[src/rtl/alu_seq_divider.sv]
// rtl/alu_seq_divider.sv - multi-cycle unsigned restoring divider with START/BUSY/DONE handshake
module alu_seq_divider #(
    parameter int WIDTH = 8
) (
    input  logic             CLK,
    input  logic             RESET,
    input  logic             START,
    input  logic [WIDTH-1:0] DATA1,
    input  logic [WIDTH-1:0] DATA2,
    output logic [WIDTH-1:0] QUOTIENT,
    output logic [WIDTH-1:0] REMAINDER,
    output logic             BUSY,
    output logic             DONE,
    output logic             DIV_ZERO
);

    localparam int CW = $clog2(WIDTH + 1);

    typedef enum logic [1:0] {
        IDLE = 2'd0,
        RUN  = 2'd1,
        FIN  = 2'd2
    } state_t;

    state_t state, state_next;

    logic [CW-1:0]    count;
    logic [WIDTH-1:0] dividend;
    logic [WIDTH-1:0] divisor;
    logic [WIDTH:0]   part_rem;

    logic             accept;
    logic             last_step;
    logic [WIDTH+1:0] shifted;
    logic [WIDTH+1:0] trial;
    logic             step_bit;
    logic [WIDTH:0]   rem_next;
    logic [WIDTH-1:0] quo_next;

    // The dividend register doubles as the quotient shift register:
    // each step consumes its MSB and shifts the new quotient bit into its LSB.
    always_comb begin
        shifted   = {part_rem, dividend[WIDTH-1]};
        trial     = shifted - {2'b00, divisor};
        step_bit  = ~trial[WIDTH+1];
        rem_next  = step_bit ? trial[WIDTH:0] : shifted[WIDTH:0];
        quo_next  = {dividend[WIDTH-2:0], step_bit};
        last_step = (count == CW'(WIDTH - 1));
    end

    always_ff @(posedge CLK or negedge RESET) begin
        if (!RESET) begin
            state <= IDLE;
        end else begin
            state <= state_next;
        end
    end

    always_comb begin
        state_next = state;
        accept     = 1'b0;
        case (state)
            IDLE: begin
                if (START) begin
                    accept     = 1'b1;
                    state_next = (DATA2 == '0) ? FIN : RUN;
                end
            end
            RUN: begin
                if (last_step) begin
                    state_next = FIN;
                end
            end
            FIN: begin
                if (START) begin
                    accept     = 1'b1;
                    state_next = (DATA2 == '0) ? FIN : RUN;
                end else begin
                    state_next = IDLE;
                end
            end
            default: state_next = IDLE;
        endcase
    end

    always_ff @(posedge CLK or negedge RESET) begin
        if (!RESET) begin
            count     <= '0;
            dividend  <= '0;
            divisor   <= '0;
            part_rem  <= '0;
            QUOTIENT  <= '0;
            REMAINDER <= '0;
            DIV_ZERO  <= 1'b0;
        end else if (accept) begin
            count    <= '0;
            dividend <= DATA1;
            divisor  <= DATA2;
            part_rem <= '0;
            if (DATA2 == '0) begin
                QUOTIENT  <= '1;
                REMAINDER <= DATA1;
                DIV_ZERO  <= 1'b1;
            end
        end else if (state == RUN) begin
            count    <= count + CW'(1);
            dividend <= quo_next;
            part_rem <= rem_next;
            if (last_step) begin
                QUOTIENT  <= quo_next;
                REMAINDER <= rem_next[WIDTH-1:0];
                DIV_ZERO  <= 1'b0;
            end
        end
    end

    assign BUSY = (state == RUN);
    assign DONE = (state == FIN);

endmodule

[config.mk]
export PLATFORM = sky130hd
export DESIGN_NAME = alu_seq_divider
export DESIGN_NICKNAME = d
export VERILOG_FILES = /design/src/rtl/alu_seq_divider.sv
export SDC_FILE = /design/constraint.sdc
export NUM_CORES = 1
export LEC_CHECK = 0
export ABC_AREA = 1
export CAP_MARGIN = 10
export CORE_MARGIN = 3
export CORE_UTILIZATION = 57
export DETAILED_ROUTE_END_ITERATION = 8
export PLACE_DENSITY = 0.81
export SYNTH_ARGS = -nofsm -noshare
export SYNTH_HDL_FRONTEND = slang
export SYNTH_SLANG_ARGS = --single-unit
[constraint.sdc]
create_clock -name CLK -period 3.25 [get_ports CLK]
set_input_delay 0.65 -clock CLK [delete_from_list [all_inputs] [get_ports CLK]]
set_output_delay 0.65 -clock CLK [all_outputs]
set_load 0.05 [all_outputs]
**Yosys cells after proc, flatten, opt, wreduce, memory -nomap -nowiden**

Cells that the tools add are included.

- Input port bits: 19
- Register bits after elaboration: 48
- Word-level logic and storage cells: 50

- Add/subtract/negate cells: 2
- Bitwise gates (word level): 1
- Muxes and demuxes: 26
- Eq/ne operators: 6
- Reductions and logical operators: 7

Operators with widths:

| operator | count |
|---|---|
| $mux 8 | 10 |
| $mux 9 | 3 |
| $sub 10x8->10 | 1 |
| $logic_not 8->1 | 1 |
| $mux 2 | 4 |
| $mux 4 | 2 |
| $mux 1 | 6 |
| $pmux 2 s3 | 1 |
| $add 4x1->4 const B | 1 |
| $eq 4x3->1 const B | 1 |
| $ne 2x1->1 const B | 2 |
| $reduce_bool 2->1 | 2 |
| $reduce_and 3->1 | 1 |
| $eq 2x1->1 const B | 1 |
| $eq 2x2->1 const B | 1 |
| $logic_not 2->1 | 1 |
| $ne 2x2->1 const B | 1 |
| $reduce_and 2->1 | 1 |
| $reduce_or 2->1 | 1 |
| $not 1->1 | 1 |

**Depth between registers and ports, before layout**

Gate-level depths: netlist of run 1.

- Word-level depth: 5
- Depth in mapped cells: 15

**Least setup slack after synthesis of run 1**

OpenSTA, ideal clock, no wires.

- Path type: reg2reg
- Start point: register part_rem[5]
- End point: register REMAINDER[2]
- Data arrival time: 1.631 ns
- Clock period less this slack: 1.744 ns
- Cell stages (with the launch flop): 13
- Path slack: 1.506 ns
- Cell sequence: dfrtp_1 ha_1 nand2_1 nand2_1 a21oi_1 nand3_2 nand2_2 nand2_2 buf_6 nand3_2 nand3_1 nand2_1 inv_1

- Word-level cells in the longest chain between the ends: 5

Ends and longest elaborated chain:

| item | RTL line | RTL |
|---|---|---|
| start: declaration | 30 | `logic [WIDTH:0] part_rem;` |
| start signal: assignment | 108 | `part_rem <= rem_next;` |
| $sub 10x8->10 | 44 | `trial = shifted - {2'b00, divisor};` |
| $mux 9 | 46 | `rem_next = step_bit ? trial[WIDTH:0] : shifted[WIDTH:0];` |
| $mux 8 | 109 | `if (last_step) begin` |
| $mux 8 | 105 | `end else if (state == RUN) begin` |
| $mux 8 | 95 | `end else if (accept) begin` |
| end signal: assignment | 111 | `REMAINDER <= rem_next[WIDTH-1:0];` |
| end: declaration | 11 | `output logic [WIDTH-1:0] REMAINDER,` |

No other way between the ends. The select of a mux whose other input is x is not followed.
A chain may end at the register's enable or synchronous reset.

**Worst setup path after layout of run 1**

- Start point: register state[1]
- End point: output BUSY

- Word-level cells in the longest chain between the ends: 1

Ends and longest elaborated chain:

| item | RTL line | RTL |
|---|---|---|
| start: declaration | 25 | `state_t state, state_next;` |
| start signal: assignment | 55 | `state <= state_next;` |
| $eq 2x1->1 | 117 | `assign BUSY = (state == RUN);` |
| end: declaration | 12 | `output logic BUSY,` |

No other way between the ends.

==> results of run 1 <==
[synthesized netlist by cell type]
cell,instances,area [sq um]
a21oi_1,11,55.1
nand3_2,9,90.1
or2_2,5,31.3
nand2_2,5,31.3
o21ai_1,6,30.0
a32o_1,1,10.0
nand4_1,8,50.1
xor2_1,3,26.3
nor2_1,16,60.1
fa_1,1,20.0
inv_1,46,173
ha_1,9,113
nand2_1,96,360
o221ai_1,8,70.1
nor2_2,1,6.26
inv_2,6,22.5
a31oi_1,8,50.1
or2_1,3,18.8
clkinv_1,1,3.75
clkbuf_1,3,11.3
dfrtp_1,48,1200
buf_6,1,11.3
o21ai_2,1,8.76
a21oi_2,1,8.76
buf_2,7,35.0
o21ai_0,9,45.0
nand3_1,28,140
[critical path, stage by stage (launching register included)]
cell	delay [ns]
dfrtp_1	0.38
inv_1	0.09
nand2_1	0.26
inv_2	0.19
clkdlybuf4s50_1	0.82
[metal layers]
layer | vias to the layer above | GRT usage (%)
met5 | - | 0
met4 | 0 | 6.13
met3 | 7 | 5.54
met2 | 86 | 36.9
met1 | 1090 | 32.3
li1 | 1169 | -
[flip-flops by register name, summed over array words and instances (netlist names)]
name       cells
DIV_ZERO       1
QUOTIENT       8
REMAINDER      8
count          4
dividend       8
divisor        8
part_rem       9
state          2
[final cells by class]
class	instances	area [sq um]	share of cell area [%]
well taps	52	65.1	2.03
repair buffers	40	388	12.1
clock inverters	2	38.8	1.21
inverters	53	199	6.22
flip-flops and latches	48	1200	37.5
clock buffers	6	82.6	2.58
multi-input cells	229	1220	38.3
[how the worst max path moves through the flow]
stage | start | endpoint | slack, ns | cells past startpoint
finish | state[1] | BUSY | 0.57 | 4
global route | state[1] | BUSY | 0.47 | 4
CTS | state[1] | BUSY | 0.57 | 4
detailed placement | START | REMAINDER[0] | 0.71 | 9
global placement | START | REMAINDER[7] | 0.79 | 9
floorplan | part_rem[5] | REMAINDER[2] | 1.51 | 12
[stage by stage]
step	hold WS (ns)	setup WS [ns]
finish	0.488	0.567
global route	0.517	0.468
CTS	0.494	0.567
detailed placement	0.473	0.715
global placement	0.465	0.790
floorplan	0.354	1.51
[cell families after synthesis]
family,share of synthesized area (%)
DFF,44.8
AOI/OAI and AO/OA,10.4
xor gates and xnor gates,0.980
and+or+nand+nor,29.4
adders and majority gates,4.94
buffers and inverters,9.56
==> metrics.md, run 1 <==
| Metric | Value |
|---|---|
| Distinct cell type count after synthesis | 27 |
| Hold path start | divisor[4] |
| Mapped Nets | 370 |
| Die ar. | 5570 sq um |
| # port buffers | 37 |
| Vias per inst | 5.47 |
| Non-filler instance count after layout | 430 |
| CTS sink count | 48 |
| Final hold viol count | 0 |
| R2r endpoint | REMAINDER[1] |
| F_max | 373 MHz |
| Maximum root-to-sink buffer count | 2 |
| Die width | 74.6 um |
| Wire length on met2 | 2820 um |
| Most frequent cells in the layout | 96 x nand2_1, 48 x dfrtp_1, 46 x inv_1 |
| Via count | 2352 |
| Max_slew headroom | 28.9% |
| Number of max-cap violations | 0 |
| Root Driver | clkbuf_8 |
| Cts hold-fix bufs | 0 |
| Setup violations, final | 0 |
| YS warnings | 0 |
| First-pass DRT Iterations | 7 |
| Initial antenna violation count | 0 |
| WL met3 | 345 um |
| CTS tree | done |
| Hpwl dp | 4330 um |
| Slew @ Worst Pin | 1.07 ns |
| Inst Count DP | 422 |
| Final nets | 406 |
| Postcts setup bufs | 0 |
| Layout area overhead | 19.3% |
| Met1 Wirelength | 2690 um |
| Number of global-route vias before repair | 2151 |
| Initial Util | 60.4% |
| GRT Overall Usage | 23.3% |
| Grt ovf | 0 |
| CP Launch Type | flip-flop |
| # DRC | 0 |
| Initial DRC Count | 111 |
| WP data required | 2.60 ns |
| Slew Limit Fails | 0 |
| Crit Path Category | flip-flop to primary output |
| Hold Path End | divisor[4] |
| Crit Path Max Fanout | 11 |
| Avg Inst Size Synth | 7.87 sq um |
| Routed len/inst | 13.8 um |
| Syn Inst Count | 341 |
| Io pins | 38 |
| Min cycle time layout | 2.68 ns |
| Highest Signal Layer | met4 |
| Post-route setup TNS | 0 ns |
| Most common cell after layout, fill and taps aside | nand2_1 |
| Core Rows | 24 |
| Number of fill cells | 376 |
| Routability congestion estimate from global placement | 0.911 |
| Synthesized area | 2680 sq um |
| Reg clk slew, reported paths | 0.09 ns |
| Crit path DAT | 2.03 ns |
| # resized after CTS | 0 |
| Reg2reg path depth | 11 |
| Seq cells post-synth | 48 |
| First-pass GRT wire length | 9880 um |
| Clk_skew | 0.00993 ns |
| Later-pin clock latency in the skew report | 0.31 ns |
| Diode count | 0 |
| Hold depth | 2 |
| Pin count of the biggest net entering global routing | 49 |
| Core area | 4440 sq um |
| Die Height | 74.6 um |
| H-tree lvl count | 2 |
| CTS Buf Count | 5 |
| Design Area, Final | 3200 sq um |
| Core Util, Final | 72.0% |
| Hold crit path type | flip-flop to flip-flop |
| Crit end category | primary output |
| Fin crit share | 82.6% |
| Reg2Reg Setup Slack | 1.18 ns |
| Sequential share of the synthesized area | 44.8% |
| Ratio of cells with drive above 1 in the final layout | 10.6% |
| Remaining antenna violation count | 0 |
| RSZ-0062 raised after global routing | false |
| Dpl cell area | 3080 sq um |
| Final wirelength | 5910 um |
| Status | finished clean |
| Reg2reg start | part_rem[5] |
Power of run 1 is not shown: default switching activity piles up to over one toggle a cycle in this logic, so the estimate is an artifact.
==> run 2, diff against run 1 <==
--- a/config.mk
+++ b/config.mk
@@ -8,9 +8,9 @@
 export ABC_AREA = 1
 export CAP_MARGIN = 10
 export CORE_MARGIN = 3
-export CORE_UTILIZATION = 57
+export CORE_UTILIZATION = 54
 export DETAILED_ROUTE_END_ITERATION = 8
-export PLACE_DENSITY = 0.81
+export PLACE_DENSITY = 0.77
 export SYNTH_ARGS = -nofsm -noshare
 export SYNTH_HDL_FRONTEND = slang
 export SYNTH_SLANG_ARGS = --single-unit
==> constraint.sdc (replaced) <==
create_clock -name CLK -period 2.7 [get_ports CLK]
set_input_delay 0.54 -clock CLK [delete_from_list [all_inputs] [get_ports CLK]]
set_output_delay 0.54 -clock CLK [all_outputs]
set_load 0.05 [all_outputs]
==> run 2 against run 1 <==
Compared with the run above:
- sequential cell count stayed put
- cell area increased by 1.1%
- cell count up 4.0%
==> metrics.md, run 2 (synthesis results as in run 1) <==
| Metric | Value |
|---|---|
| Final hold viol count | 0 (unchanged) |
| Hpwl dp | 4440 um (was 4330 um) |
| Routability congestion estimate from global placement | 0.861 (was 0.911) |
| GRT Overall Usage | 22.4% (was 23.3%) |
| Vias per inst | 5.21 (was 5.47) |
| Most flops, register | part_rem (unchanged) |
| First-pass GRT wire length | 10600 um (was 9880 um) |
| Fin crit share | 94.5% |
| Die ar. | 5850 sq um (was 5570 sq um) |
| Core Rows | 25 (was 24) |
| Clk_skew | 0.0107 ns (was 0.00993 ns) |
| Maximum root-to-sink buffer count | 2 (unchanged) |
| Number of max-cap violations | 0 (unchanged) |
| Reg clk slew, reported paths | 0.09 ns (about the same) |
| Slew Limit Fails | 0 (unchanged) |
| Final nets | 408 (was 406) |
| Delay-heaviest family, CP | buffers and inverters (unchanged) |
| Die Height | 76.5 um (was 74.6 um) |
| Critical-path top delay cell | clkdlybuf4s50_1 (unchanged) |
| Later-pin clock latency in the skew report | 0.30 ns (was 0.31 ns) |
| Worst setup margin | 0.149 ns (was 0.567 ns) |
| Initial Util | 56.4% (was 60.4%) |
| Diode count | 0 (unchanged) |
| First-pass DRT Iterations | 4 (was 7) |
| Slowest stage delay, CP | 0.82 ns (about the same) |
| Final wirelength | 6070 um (was 5910 um) |
| Core area | 4750 sq um (was 4440 sq um) |
| Routed len/inst | 13.6 um (was 13.8 um) |
| Root Driver | clkbuf_8 (unchanged) |
| Via count | 2328 (was 2352) |
| Layout area overhead | 20.5% (was 19.3%) |
| Cts hold-fix bufs | 0 (unchanged) |
| H-tree lvl count | 2 (unchanged) |
| Core Util, Final | 68.0% (was 72.0%) |
| Non-filler instance count after layout | 447 (was 430) |
| Hold crit path type | primary input to asynchronous set/reset pin (was flip-flop to flip-flop) |
| Ratio of cells with drive above 1 in the final layout | 11.1% (was 10.6%) |
| # resized after CTS | 0 (unchanged) |
| CTS tree | done (unchanged) |
| Status | finished clean (unchanged) |
| Crit Path Category | flip-flop to primary output (unchanged) |
| WP data required | 2.16 ns (was 2.60 ns) |
| Crit path DAT | 2.01 ns (was 2.03 ns) |
| CP Launch Type | flip-flop (unchanged) |
| F_max | 392 MHz |
| Setup violations, final | 0 (unchanged) |
| Crit Path Max Fanout | 11 (unchanged) |
| Crit end category | primary output (unchanged) |
| Most common cell after layout, fill and taps aside | nand2_1 (unchanged) |
| # port buffers | 37 (unchanged) |
| Io pins | 38 (unchanged) |
| Initial antenna violation count | 0 (unchanged) |
| Setup WS pre-CTS | 0.499 ns (was 0.715 ns) |
| Initial DRC Count | 189 (was 111) |
| Grt ovf | 0 (unchanged) |
| Remaining antenna violation count | 0 (unchanged) |
| Slew @ Worst Pin | 0.499 ns (was 1.07 ns) |
| Number of flip-flops under the largest register name | 9 (unchanged) |
| Postcts setup bufs | 0 (unchanged) |
| Die width | 76.5 um (was 74.6 um) |
| Min cycle time layout | 2.55 ns |
| RSZ-0062 raised after global routing | false (unchanged) |
| Crit path buffers/inverters | 3 (unchanged) |
| Most frequent cells in the layout | 96 x nand2_1, 48 x dfrtp_1, 46 x inv_1 (unchanged) |
| Number of global-route vias before repair | 2237 (was 2151) |
| Post-route setup TNS | 0 ns (unchanged) |
| # DRC | 0 (unchanged) |
| CTS Buf Count | 5 (unchanged) |
| Critical-path cell list | inv_1 > nand2_1 > inv_2 > clkdlybuf4s50_1 (unchanged) |
| Pin count of the biggest net entering global routing | 35 (was 49) |
| Max_slew headroom | 66.6% (was 28.9%) |
| Inst Count DP | 439 (was 422) |
| CTS sink count | 48 (unchanged) |
==> run 2: changes by cell type in the layout (fill, tap and decap cells not counted) <==
| cell | previous run | this run |
|---|---|---|
| buf_4 | 3 | 5 |
==> run 2: metrics by stage <==
step,area [sq um],hold WS (ns)
global route,3230,0.217
finish,3230,0.177
detailed placement,3110,0.473
CTS,3230,0.200
global placement,3110,0.467
floorplan,2680,0.244
==> run 2: per-layer routing <==
layer	share of wire [%]	vias to the layer above	track usage (%)
met4	0.87	0	5.62
met5	0	-	0
met2	48	46	36.1
met3	3.0	7	3.66
met1	49	1093	31.5
li1	-	1182	-
==> run 2: path summary, 6_finish.rpt <==
path                                   from            to  slack, ns  cells past startpoint
worst max-delay path               state[1]          BUSY       0.15                      4
worst min-delay path                  RESET    divisor[7]       0.18                      1
worst max register to register  part_rem[5]  REMAINDER[7]       0.64                     11
worst min register to register   divisor[7]    divisor[7]       0.49                      2
max in group asynchronous             RESET   part_rem[3]       1.78                      2
min in group CLK                 divisor[7]    divisor[7]       0.49                      2
==> run 2: worst reg2reg max path, cell delays in order, from the launching register on <==
cell and delay [ns]:
dfrtp_1 0.43, ha_1 0.37, nand2_1 0.09, nand2_1 0.06, a21oi_1 0.24, nand3_2 0.13
nand2_2 0.08, nand2_2 0.20, nand3_2 0.14, nand3_1 0.11, nand2_1 0.08, inv_1 0.04
==> run 2: cell type report <==
type | instances | area (sq um)
inverters | 53 | 199
clock inverters | 2 | 38.8
multi-input cells | 229 | 1220
fillers | 406 | 1520
repair buffers | 42 | 403
well taps | 67 | 83.8
flip-flops and latches | 48 | 1200
clock buffers | 6 | 82.6
Power of run 2 is left out for the same reason.
==> patch 1 (flow settings as in run 2) <==
Register the outputs `BUSY` and `DONE`, cleared by the reset; this adds one clock of latency there. The other outputs are not delayed to match. Comments in the files are not updated.
--- a/src/rtl/alu_seq_divider.sv
+++ b/src/rtl/alu_seq_divider.sv
@@ -114,8 +114,15 @@
         end
     end
 
-    assign BUSY = (state == RUN);
-    assign DONE = (state == FIN);
+    always_ff @(posedge CLK or negedge RESET) begin
+        if (!RESET) begin
+            BUSY <= '0;
+            DONE <= '0;
+        end else begin
+            BUSY <= (state == RUN);
+            DONE <= (state == FIN);
+        end
+    end
 
 endmodule
 
Behaviour: not the same (a bounded check fails within 4 cycles, from zero or initial values and one cycle with RESET low).
==> patch 1 against run 2 <==
Routed wire length decreased by 0.36%; non-clock buffer count fell by 2; synthesized area increased by 3.0%; design area is 2.2% higher; clock skew fell by 1.9 ps; hold slack gained 38 ps; count of clock-buffer cells in the layout stayed put; sequential cell count increased by 2; sequential share of layout area grew 0.71 points; worst setup slack gained 480 ps; highest routed layer unchanged.
==> patch 1: results (changes against run 2) <==
Status: finished, final reports clean
Worst-case clock buffer depth: 2 (unchanged)
Synthesized Nets: 372 (+0.54%)
Most flops, register: part_rem
CTS resizes: 0 (unchanged)
WL per Instance: 13.5 um (-0.36%)
Pin slew with the least headroom to its limit: 555 ps (+55.8 ps)
# Post-CTS Setup Buffers: 0 (unchanged)
Clock transition at path regs: 90 ps (about the same)
Synth unique cells: 31 (+15%)
CP max stage delay: 830 ps
Detailed Route Iter0 Violations: 94 (-50%)
Tot GR Track Use: 0.217 (-0.00622)
Fraction of layout cells with a size suffix above 1: 0.103 (-0.00789)
Crit-path max FO: 2 (-9)
DRT Pass-1 Iters: 4 (unchanged)
Worst path arrival time: 1530 ps (-480 ps)
Sequential-to-total area share from yosys stat: 0.453 (+0.00493)
Vias per cell: 5.25 (+0.73%)
Filler instances: 408 (+0.49%)
Worst Skew: 8.85 ps (-1.87 ps)
Largest net degree at the start of global routing: 44 (+26%)
Critical path's slowest cell: clkdlybuf4s50_1
Port bufs: 37 (unchanged)
Synth top area cells: dfrtp_1 45%, nand2_1 12%, inv_1 6.8%
H-tree Lvls: 2 (unchanged)
Worst path top cell family by delay: buffers and inverters
Worst min path class: in2async
Placer Congestion: 0.861 (unchanged)
Clock root cell: clkbuf_8
Lkg Pwr: 1.68 nW
Antenna cells: 0 (unchanged)
First-pass GRT wire length: 10400 um (-2.4%)
Hpwl dp: 4440 um (about the same)
Max FFs per register: 9 (unchanged)
Synth cell count leaders: 91 x nand2_1, 50 x dfrtp_1, 50 x inv_1
Fraction of registers with async set or reset after synthesis: 1.00 (unchanged)
R2r setup slk: 640 ps (about the same)
Number of global-route vias before repair: 2246 (+0.40%)
## patch 1: changes by cell type after synthesis, moves of 2 or more
cell	change
buf_2	-2
dfrtp_1	+2
inv_1	+4
inv_2	-2
nand2_1	-5
o21ai_0	+3
o21ai_1	-4
or2_0	+3
or2_1	-3
## patch 1: worst paths after layout
path / endpoint / from / depth (start not counted)
worst max-delay path: REMAINDER[1] / REMAINDER[1] / 1
worst min-delay path: REMAINDER[6] / RESET / 1
worst max register to register: REMAINDER[1] / part_rem[5] / 11
worst min register to register: DONE / state[0] / 1
max in group asynchronous: divisor[2] / RESET / 2
min in group CLK: DONE / state[0] / 1
## patch 1: report_power, final
group	total [mW]	leakage, nW	switching [mW]	internal [mW]
Sequential	1.32	0.603	0.219	1.10
Clock	0.526	0.0514	0.249	0.277
Combinational	2.97	1.03	1.94	1.03
## patch 1: through the flow
step | instance area, sq um | power [mW] | hold slack [ps] | worst slack, ps | instances
after floorplan | 2760 | 3.57 | 244 | 957 | 343
after global placement | 3190 | 4.20 | 468 | 528 | 439
after detailed placement | 3190 | 4.29 | 474 | 453 | 439
after CTS | 3300 | 4.83 | 224 | 640 | 447
after global routing | 3300 | 5.27 | 236 | 406 | 447
final | 3300 | 4.81 | 214 | 625 | 447
## patch 1: final cells by class
cell class	count	area [sq um]	area share
clock buffer	6	72.6	0.0220
clock inverter	2	37.5	0.0114
inverter	54	203	0.0613
multi-input combinational	228	1240	0.376
sequential	50	1250	0.379
tap	67	83.8	0.0254
timing repair buffer	40	413	0.125
## patch 1: cell families (layout without fill, tap and decap cells)
kind of cell,after synthesis,after routing,synth area share
AND/OR/NAND/NOR,168,168,0.284
buffers and inverters,65,102,0.0973
flip-flops,50,50,0.453
AO/OA/AOI/OAI,46,46,0.105
adder cells (fa/ha/maj),10,10,0.0480
XOR/XNOR,4,4,0.0127
## patch 1: layer usage
layer  up-vias  track usage  routed length [um]  part of all wire
met3        10       0.0441                 300             0.050
li1       1182            -                   -                 -
met5         -            0                   0                 0
met4         0       0.0747                 111             0.018
met2        67        0.360                2880              0.48
met1      1086        0.284                2750              0.46
==> patch 2 (config.mk and constraints of run 2) <==
Made on the original files. Set the parameter `WIDTH` to 32 (it was 8).
--- a/src/rtl/alu_seq_divider.sv
+++ b/src/rtl/alu_seq_divider.sv
@@ -1,6 +1,6 @@
 // rtl/alu_seq_divider.sv - multi-cycle unsigned restoring divider with START/BUSY/DONE handshake
 module alu_seq_divider #(
-    parameter int WIDTH = 8
+    parameter int WIDTH = 32
 ) (
     input  logic             CLK,
     input  logic             RESET,
Ports: changed (resized DATA1, DATA2, QUOTIENT and REMAINDER); port bits go from 38 to 134. The function was not compared with the original's and may differ.
==> patch 2 against run 2 <==
Routed wire length grew to 5.0 times the old value; synthesized area grew to 3.9 times the old value; design area grew to 4.0 times the old value; worst setup slack gained 22 ps; die area grew to 3.6 times the old value; sequential cell count grew 122; utilization grew 0.58 points; first-iteration DRC count grew to 3.6 times the old value; global-route usage grew 6.3 points; largest cell class unchanged.
==> patch 2: results (changes against run 2) <==
Hpwl dp: 23400 um (+430%)
Most flops, register: part_rem
Fraction of registers with async set or reset after synthesis: 1.00 (unchanged)
Worst path top cell family by delay: simple AND/OR/NAND/NOR gates
Num CTS Buffers: 17 (+12)
DP Area: 0.0123 sq mm (+300%)
Number of global-route vias before repair: 9553 (+330%)
P_sw: 10.0 mW
Port bufs: 133 (+260%)
Worst-case clock buffer depth: 2 (unchanged)
Crit-path max FO: 17 (+6)
Critical path's slowest cell: dfrtp_1
Clock transition at path regs: 70 ps (-20 ps)
Antenna cells: 0 (unchanged)
Worst path arrival time: 2910 ps (+900 ps)
Detailed Route Iter0 Violations: 678 (+260%)
Synth cell count leaders: 457 x nand2_1, 251 x inv_1, 170 x dfrtp_1
Placer Congestion: 0.963 (+12%)
H-tree Lvls: 4 (+2)
Initial antenna violation count: 0 (unchanged)
CP max stage delay: 430 ps (-390 ps)
Synth top area cells: dfrtp_1 41%, nand2_1 16%, inv_1 9.0%
Sequential-to-total area share from yosys stat: 0.406 (-0.0421)
Routed via count: 9881 (+320%)
Finished Layout Cells: 1878 (+320%)
Tot GR Track Use: 0.286 (+0.0628)
Worst min path class: in2async
Primary FF master, synth: dfrtp_1
Synthesized Nets: 1562 (+320%)
Dpl cells: 1845 (+320%)
WL per Instance: 16.2 um (+19%)
First-pass GRT wire length: 49000 um (+360%)
Yosys warns: 0 (unchanged)
Clock root cell: clkbuf_16
Fraction of layout cells with a size suffix above 1: 0.102 (-0.00855)
Synth unique cells: 39 (+44%)
Layout Nets: 1706 (+320%)
Status: finished, final reports clean
DRT Pass-1 Iters: 5 (+1)
Slew HR: 0.553 (-0.113)
Worst vdd ir: 0.802 mV
Max FFs per register: 33 (+24)
Lkg Pwr: 6.90 nW
Mean post-synth cell area: 7.18 sq um (-8.8%)
Largest net degree at the start of global routing: 70 (+100%)
Clk_lat worst skew: 440 ps (+140 ps)
Worst Skew: 9.64 ps (-1.08 ps)
Total grt overflow: 0 (unchanged)
patch 2: metrics by stage:
stage                     worst slack (ps)  TNS, ps
final                                  171        0
after global routing                  6.30        0
after floorplan                        595        0
after global placement                -260   -12600
after detailed placement              -270   -13050
after CTS                              161        0
patch 2: per-layer routing:
metal / track usage / wire [um] / vias to the layer above
met5: 0 / 0 / -
met4: 0.118 / 1050 / 0
met3: 0.0411 / 1630 / 70
met2: 0.480 / 14800 / 361
met1: 0.376 / 13000 / 4568
li1: - / - / 4882
patch 2: what timing repair did:
action	4_1_cts	5_1_grt
gates resized for setup	0	7
endpoints found under the setup margin	0	9
buffers inserted	0	0
patch 2: final timing paths:
| path | start | end | slack [ps] | cells past startpoint |
|---|---|---|---|---|
| worst max-delay path | part_rem[14] | REMAINDER[13] | 170 | 14 |
| worst min-delay path | RESET | divisor[5] | 100 | 1 |
| worst max register to register | part_rem[14] | REMAINDER[13] | 170 | 14 |
| worst min register to register | divisor[30] | divisor[30] | 490 | 2 |
| max in group asynchronous | RESET | divisor[28] | 1890 | 2 |
| min in group CLK | divisor[30] | divisor[30] | 490 | 2 |
patch 2: logic make-up (layout without fill, tap and decap cells):
kind of cell | count (synthesis) | in the layout | share of synthesized area
xor gates and xnor gates | 15 | 15 | 0.0125
buffers and inverters | 311 | 467 | 0.120
DFF | 170 | 170 | 0.406
and+or+nand+nor | 791 | 792 | 0.340
AOI/OAI and AO/OA | 140 | 140 | 0.0802
adders and majority gates | 34 | 34 | 0.0413
patch 2: layout make-up:
type	count	area, sq um
fillers	1686	5940
repair buffers	177	1780
clock buffers	17	425
clock inverters	15	180
flip-flops and latches	170	4250
well taps	260	325
inverters	258	968
multi-input cells	981	5030
patch 2: power by group through the flow:
| stage | Combinational (mW) | Sequential [mW] | Clock (mW) |
|---|---|---|---|
| after floorplan | 7.93 | 5.01 | 0 |
| after global placement | 11.9 | 4.26 | 0 |
| after detailed placement | 12.1 | 4.27 | 0 |
| after CTS | 12.2 | 4.24 | 2.51 |
| after global routing | 13.8 | 4.33 | 2.60 |
| final | 12.4 | 4.25 | 2.48 |
